`src/rtl/ibex_pmu_counter_mo.sv`:
```
// PMU counter-interface unit: multi-outstanding PMC_REQ issue with an in-order we-queue,
// serialised WFP/WFO waits. Optional WFX watchdog enabled by `IBEX_PMU_WFX_TIMEOUT_EN.

package ibex_pmu_counter_mo_pkg;

    typedef enum logic [1:0] {
        PMC_IDLE = 2'd0,
        PMC_REQ  = 2'd1,
        PMC_WFP  = 2'd2,
        PMC_WFO  = 2'd3
    } pmc_op_e;

endpackage

module ibex_pmu_counter_mo
    import ibex_pmu_counter_mo_pkg::*;
#(
    parameter int unsigned MaxOutstanding = 2,
    parameter int unsigned TimeoutCycles  = 1024
) (
    input  logic        clk_i,
    input  logic        rst_ni,

    output pmc_op_e     counter_op_o,
    input  logic        counter_gnt_i,
    input  logic        counter_rvalid_i,
    input  logic        counter_err_i,
    output logic [31:0] counter_addr_o,
    output logic        counter_we_o,
    output logic [31:0] counter_wdata_o,
    input  logic [31:0] counter_rdata_i,

    input  logic        pmc_req_i,
    input  pmc_op_e     pmc_op_i,
    input  logic        pmc_we_i,
    input  logic [31:0] pmc_wdata_i,
    input  logic [31:0] adder_result_ex_i,
    output logic [31:0] pmc_rdata_o,
    output logic        pmc_rdata_valid_o,
    output logic        pmc_resp_valid_o,
    output logic        pmc_err_o,
    output logic        pmc_timeout_o,
    output logic        pmc_busy_o
);

    localparam int unsigned CntW = $clog2(MaxOutstanding + 1);
    localparam int unsigned PtrW = (MaxOutstanding > 1) ? $clog2(MaxOutstanding) : 1;

    if (MaxOutstanding < 1 || MaxOutstanding > 8 || TimeoutCycles < 2) begin : g_param_check
        $error("ibex_pmu_counter_mo: illegal MaxOutstanding or TimeoutCycles");
    end

    typedef enum logic {
        IDLE = 1'b0,
        WFX  = 1'b1
    } state_e;

    state_e                    state_q;
    logic [CntW-1:0]           cnt_q;
    logic [PtrW-1:0]           head_q;
    logic [PtrW-1:0]           tail_q;
    logic [MaxOutstanding-1:0] we_q;
    pmc_op_e                   wfx_op_q;

    logic push;
    logic pop;
    logic wfx_enter;
    logic wfx_exit;
    logic timeout_c;

    function automatic logic [PtrW-1:0] ptr_inc(input logic [PtrW-1:0] p);
        return (p == PtrW'(MaxOutstanding - 1)) ? '0 : p + PtrW'(1);
    endfunction

    assign counter_addr_o  = adder_result_ex_i;
    assign counter_we_o    = pmc_we_i;
    assign counter_wdata_o = pmc_wdata_i;
    assign pmc_rdata_o     = counter_rdata_i;
    assign pmc_timeout_o   = timeout_c;

`ifdef IBEX_PMU_WFX_TIMEOUT_EN
    localparam int unsigned TmoW = $clog2(TimeoutCycles);

    logic [TmoW-1:0] tmo_cnt_q;
    logic            tmo_hit;

    assign tmo_hit = (tmo_cnt_q == TmoW'(TimeoutCycles - 1));

    // Counts WFX cycles without a response; restarts on every WFX entry.
    always_ff @(posedge clk_i or negedge rst_ni) begin
        if (!rst_ni) begin
            tmo_cnt_q <= '0;
        end else if (wfx_enter) begin
            tmo_cnt_q <= '0;
        end else if (state_q == WFX && !wfx_exit) begin
            tmo_cnt_q <= tmo_cnt_q + TmoW'(1);
        end
    end
`endif

    // Issue, response and busy decode; all combinational from state and bus inputs.
    always_comb begin
        counter_op_o      = PMC_IDLE;
        pmc_rdata_valid_o = 1'b0;
        pmc_resp_valid_o  = 1'b0;
        pmc_err_o         = 1'b0;
        pmc_busy_o        = 1'b0;
        timeout_c         = 1'b0;
        push              = 1'b0;
        pop               = 1'b0;
        wfx_enter         = 1'b0;
        wfx_exit          = 1'b0;

        unique case (state_q)
            IDLE: begin
                if (pmc_req_i) begin
                    if (pmc_op_i == PMC_REQ) begin
                        if (counter_gnt_i && (cnt_q < CntW'(MaxOutstanding))) begin
                            counter_op_o = PMC_REQ;
                            push         = 1'b1;
                        end else begin
                            pmc_busy_o = 1'b1;
                        end
                    end else if (pmc_op_i != PMC_IDLE && counter_gnt_i && cnt_q == '0) begin
                        counter_op_o = pmc_op_i;
                        wfx_enter    = 1'b1;
                    end else begin
                        // Wait ops drain all outstanding requests before issuing.
                        pmc_busy_o = 1'b1;
                    end
                end
                if (counter_rvalid_i && cnt_q != '0) begin
                    pop               = 1'b1;
                    pmc_resp_valid_o  = 1'b1;
                    pmc_rdata_valid_o = ~we_q[head_q] & ~counter_err_i;
                    pmc_err_o         = counter_err_i;
                end
            end
            WFX: begin
                pmc_busy_o   = 1'b1;
                counter_op_o = wfx_op_q;
                if (counter_rvalid_i) begin
                    pmc_resp_valid_o  = 1'b1;
                    pmc_rdata_valid_o = ~counter_err_i;
                    pmc_err_o         = counter_err_i;
                    counter_op_o      = PMC_IDLE;
                    wfx_exit          = 1'b1;
`ifdef IBEX_PMU_WFX_TIMEOUT_EN
                end else if (tmo_hit) begin
                    pmc_resp_valid_o = 1'b1;
                    timeout_c        = 1'b1;
                    counter_op_o     = PMC_IDLE;
                    wfx_exit         = 1'b1;
`endif
                end
            end
            default: ;
        endcase
    end

    // FSM, outstanding count and in-order we-queue.
    always_ff @(posedge clk_i or negedge rst_ni) begin
        if (!rst_ni) begin
            state_q  <= IDLE;
            cnt_q    <= '0;
            head_q   <= '0;
            tail_q   <= '0;
            we_q     <= '0;
            wfx_op_q <= PMC_IDLE;
        end else begin
            if (push) begin
                we_q[tail_q] <= pmc_we_i;
                tail_q       <= ptr_inc(tail_q);
            end
            if (pop) begin
                head_q <= ptr_inc(head_q);
            end
            if (push && !pop) begin
                cnt_q <= cnt_q + CntW'(1);
            end else if (pop && !push) begin
                cnt_q <= cnt_q - CntW'(1);
            end
            if (wfx_enter) begin
                state_q  <= WFX;
                wfx_op_q <= pmc_op_i;
            end else if (wfx_exit) begin
                state_q <= IDLE;
            end
        end
    end

endmodule
```
`config.mk`:
```
export PLATFORM = sky130hd
export DESIGN_NAME = ibex_pmu_counter_mo
export DESIGN_NICKNAME = d
export VERILOG_FILES = /design/src/rtl/ibex_pmu_counter_mo.sv
export SDC_FILE = /design/constraint.sdc
export NUM_CORES = 1
export LEC_CHECK = 0
export BUFFER_PORTS_ARGS = -buffer_cell sky130_fd_sc_hd__buf_2
export CAP_MARGIN = 20
export CORE_AREA = 2 2 80 82
export CTS_BUF_LIST = sky130_fd_sc_hd__clkbuf_16
export CTS_CLUSTER_DIAMETER = 100
export DETAILED_ROUTE_END_ITERATION = 10
export DIE_AREA = 0 0 82 84
export GPL_TIMING_DRIVEN = 0
export SYNTH_ARGS = -nofsm -noshare
export SYNTH_HDL_FRONTEND = slang
export SYNTH_SLANG_ARGS = --single-unit
```
`constraint.sdc`:
```
create_clock -name clk_i -period 1.9 [get_ports clk_i]
set_clock_uncertainty 0.2 [all_clocks]
set_input_delay 0.095 -clock clk_i [delete_from_list [all_inputs] [get_ports clk_i]]
set_output_delay 0.095 -clock clk_i [all_outputs]
set_load 0.05 [all_outputs]
```
Word-level counts from Yosys, hierarchy flattened
Cells that the tools add are included.
{"block": "totals", "ff_bits": 9, "latch_bits": 0, "mem_bits_rw": 0, "rom_bits": 0, "inputBits": 105, "output_inout_bits": 104, "wordCells": 74, "n_memories": 0}
{"block": "classes", "addsub": 4, "n_mul": 0, "div_mod_pow": 0, "magnitude_cmp": 4, "n_eq_ne": 1, "shifts": 0, "n_mux": 41, "n_bitwise": 4, "n_reduce_logical": 14}
{"operator": "two-way mux 1 bit", "n": 28}
{"operator": "two-way mux 2 bit", "n": 6}
{"operator": "one-hot mux 1 bit (2 select lines)", "n": 4}
{"operator": "nonzero test 2 bit", "n": 4}
{"operator": "logical AND 1 bit", "n": 7}
{"operator": "less-than comparator 1 x 2 -> 1 bit, second input constant", "n": 2}
{"operator": "one-hot mux 2 bit (2 select lines)", "n": 1}
{"operator": "NOT 1 bit", "n": 3}
{"operator": "adder 1 bit, second input constant", "n": 2}
{"operator": "adder 2 x 1 -> 2 bit, second input constant", "n": 1}
{"operator": "bitwise mux 2 bit", "n": 1}
{"operator": "== test 2 x 1 -> 1 bit, second input constant", "n": 1}
{"operator": "logical NOT 1 bit", "n": 2}
{"operator": "logical NOT 2 bit", "n": 1}
{"operator": "less-than comparator 2 bit, second input constant", "n": 1}
{"operator": "subtractor 2 x 1 -> 2 bit, second input constant", "n": 1}
{"operator": "AND 1 bit", "n": 1}
{"operator": "demux 1 bit (select 1 bit)", "n": 1}
{"operator": "greater-or-equal comparator 1 bit, second input constant", "n": 1}

Depth between registers and ports, before layout
{"block": "depth", "ltp_word": 10, "mapped_depth": 6, "mapped_depth_nobuf": 6}

Worst setup path before layout
OpenSTA, ideal clock, no wires.
{"block": "synth_timing", "path_type": "register -> output", "startpoint": "reg cnt_q[0]", "endpoint": "out pmc_rdata_valid_o", "arrival_ns": 2.132, "t_required_ns": 1.605, "slack_ns": -0.527, "stages_incl_launch_ff": 3, "cell_sequence": "dfrtp_1 > o31a_1 > nor3b_1"}
{"block": "synth_via", "elab_chain_len": 4}
{"element": "start, declared", "line": "59", "rtl": "logic [CntW-1:0] cnt_q;"}
{"element": "start signal, assigned", "line": "179", "rtl": "cnt_q <= cnt_q + CntW'(1);"}
{"element": "start signal, assigned", "line": "181", "rtl": "cnt_q <= cnt_q - CntW'(1);"}
{"element": "nonzero test 2 bit", "line": "132", "rtl": "if (counter_rvalid_i && cnt_q != '0) begin"}
{"element": "logical AND 1 bit", "line": "132"}
{"element": "two-way mux 1 bit", "line": "132"}
{"element": "one-hot mux 1 bit (2 select lines)", "line": "114", "rtl": "unique case (state_q)"}
{"element": "end, declared", "line": "39", "rtl": "output logic pmc_rdata_valid_o,"}
No other way between the ends.

Worst setup path after layout
{"block": "layout_timing", "startpoint": "in pmc_op_i[0]", "endpoint": "out counter_op_o[0]"}
{"block": "layout_via", "elab_chain_len": 7, "elab_cells_between_ends": 8, "cone_classes": "eq/ne (1); mux (4); reduce/logical (3)"}
{"element": "start, declared", "line": "34", "rtl": "input pmc_op_e pmc_op_i,"}
{"element": "nonzero test 2 bit", "line": "124", "rtl": "end else if (pmc_op_i != PMC_IDLE && counter_gnt_i && cnt_q == '0) begin"}
{"element": "logical AND 1 bit (2 in series)", "line": "124"}
{"element": "two-way mux 2 bit", "line": "124"}
{"element": "two-way mux 2 bit (*)", "line": "117", "rtl": "if (pmc_op_i == PMC_REQ) begin"}
{"element": "two-way mux 2 bit (*)", "line": "116", "rtl": "if (pmc_req_i) begin"}
{"element": "one-hot mux 2 bit (2 select lines) (*)", "line": "114"}
{"element": "end, declared", "line": "24", "rtl": "output pmc_op_e counter_op_o,"}
Every way passes the cells marked *; elsewhere a longest branch is shown, timed or not.

==> flow_summary.toml <==
[status]
status = "finished, final reports clean"

[critical_path]
critical_path_depth = 6
r2r_slack_ns = 0.10
path_buf_inv = 3
arrival_ns = 1.53
max_stage_delay_ns = 0.53
cp_top_family = "buffers and inverters"
worstSetupEndpoint = "counter_op_o[0]"
start_kind = "primary input"
critical_path.cell_chain = "dlygate4sd3_1 > buf_2 > nor2b_2 > and2_4 > a221o_1 > buf_6"
crit_path_max_fanout = 4
crit_path_start = "pmc_op_i[0]"
worst-r2r-cell-count = 6
r2r_end = "cnt_q[1]$_DFFE_PN0P_"
endpoint_kind = "output port"
path_class = "in2out"
cpMaxStageDelayCell = "dlygate4sd3_1"
crit_required_ns = 1.60
r2r-start = "state_q$_DFFE_PN0P_"

[yosys]
synth_cell_type_count = 26
synth-edff-count = 0
ys_seq_elements = 9
ys.flop_type = "dfrtp_1"
synthCells = 142
ys_seq_area_share_pct = 18.4
synth_area_um2 = 1220
async_flop_share_pct = 100
syn-num-nets = 248
syn_area_per_cell_um2 = 8.62
yosys_warnings = 0

[drt]
routed_wl_mm = 3.15
ant_nets = 0
drt_pass1_iterations = 4
viasPerCell = 3.49
drt_iter0_drc = 19
routed-via-count = 1178
post-route-drc-count = 0
routedWlPerCell_um = 9.33

[placement]
place_congestion = 0.707
port_buffers = 111
dp_hpwl_mm = 2.84

[final_layout]
nets = 368
layout_common_cells = "buf_2, buf_4, dfrtp_1"
syn_to_final_growth_pct = 65.1
drive_gt1_share_pct = 85.4
n_fill_cell = 625
mostFrequentLayoutCell = "buf_2"
num_antenna_cells = 0

[die]
dieWidth_um = 82
initial_core_util_pct = 20.1
die_area_um2 = 6890
ios = 209
chipHeight_um = 84
core.rowCount = 29
core_um2 = 6100

[worst_hold_path]
hp-class = "in2async"

[timing]
min_period_over_period_pct = 96.1
max_freq_mhz = 548
drv_slew = 0
hold_viol = 0
rsz0062_at_grt = "false"
tns_ns = 0
finalCriticalPeriod_ns = 1.83
finalSetupViolCount = 0

[global_routing]
antenna_found_initial = 0
grt_remaining_overflow = 0
grt_max_degree = 10
grt_pass1_vias = 981
grt_pass1_wl_mm = 4.31
track_usage_pct = 8.20

[clock_network]
cts_sinks = 9
clk_latency_ns = 0.23
post_cts_buffers = 0
cts-root-buf = "clkbuf_16"
cts_tree = "built"
cts_buffer_depth = 2
cts_buffers = 3
cts_max_level = 1
clk_pin_slew_ns = 0.04

[power_and_ir_drop]
ir_worst_vdd_mv = 0.451
finalPower_w = 0.00174
power_density_nw_per_um2 = 859
p_leak_nw = 1.20

[run]
maxCapViolCount = 0
cell type report:
| type | instances | area [um^2] | share of cell area [%] |
|---|---|---|---|
| buffer | 98 | 736 | 36.4 |
| timing repair buffer | 115 | 602 | 29.8 |
| sequential | 9 | 229 | 11.3 |
| tap | 77 | 96.3 | 4.77 |
| inverter | 1 | 3.75 | 0.186 |
| clock inverter | 1 | 3.75 | 0.186 |
| multi-input combinational | 34 | 275 | 13.6 |
| clock buffer | 3 | 75.1 | 3.72 |
where the power goes:
part	internal, W	switching (W)
combinational	0.000364	0.000644
clock	0.000274	0.0000858
sequential	0.000286	0.0000825
worst min-delay path by stage:
stage                     depth (start not counted)  slack [ns]                 endpoint   start
after global routing                              2        0.09  wfx_op_q[1]$_DFFE_PN0P_  rst_ni
after detailed placement                          1       -0.24     cnt_q[0]$_DFFE_PN0P_  rst_ni
final                                             2        0.04     cnt_q[0]$_DFFE_PN0P_  rst_ni
after global placement                            1       -0.25     cnt_q[0]$_DFFE_PN0P_  rst_ni
after floorplan                                   0       -0.40     cnt_q[0]$_DFFE_PN0P_  rst_ni
after CTS                                         2        0.05     cnt_q[1]$_DFFE_PN0P_  rst_ni
what timing repair did:
action,CTS,global route
hold buffers,4,0
setup endpoints to repair,1,3
endpoints found under the hold margin,13,0
gates resized for setup,1,6
pin swaps,0,0
per-stage QoR:
step	util (%)	worst slack [ns]	instance area [um^2]	hold WS [ns]	cells
floorplan	-	0.113	1230	-0.401	142
global placement	31.0	0.0499	1890	-0.245	330
detailed placement	31.0	0.0327	1890	-0.240	330
CTS	32.9	0.00163	2010	0.0460	338
global route	33.1	0.0119	2020	0.0929	338
finish	33.1	0.0746	2020	0.0380	338
per-layer routing:
metal | wire, um | GRT usage (%) | share of wire [%]
met5 | 0 | 0 | 0
met4 | 53 | 4.55 | 1.7
met2 | 1620 | 14.9 | 51
met1 | 1010 | 8.43 | 32
met3 | 478 | 1.73 | 15
cells in the mapped netlist (2+ instances only):
cell / n / area, um^2
o21ai_0: 2 / 10.0
nor2b_1: 3 / 18.8
buf_4: 98 / 736
and2_1: 2 / 12.5
xnor2_1: 2 / 17.5
xor2_1: 3 / 26.3
mux2_2: 3 / 33.8
dfrtp_1: 9 / 225
nand2_1: 3 / 11.3
flip-flops by register name, indices dropped and copies added (netlist names):
register  count
wfx_op_q      2
we_q          2
cnt_q         2
tail_q        1
state_q       1
head_q        1
cell families (layout without fill, tap and decap cells):
group,Yosys count,in the layout,share of synthesized area (%)
AO/OA/AOI/OAI,7,7,3.99
XOR/XNOR,5,5,3.58
adder cells (fa/ha/maj),1,1,1.02
buffers and inverters,99,218,60.4
flip-flops,9,9,18.4
multiplexers,4,4,3.58
other,1,1,0.306
AND/OR/NAND/NOR,16,16,8.69
No activity file was read; power rests on OpenSTA's default activity.
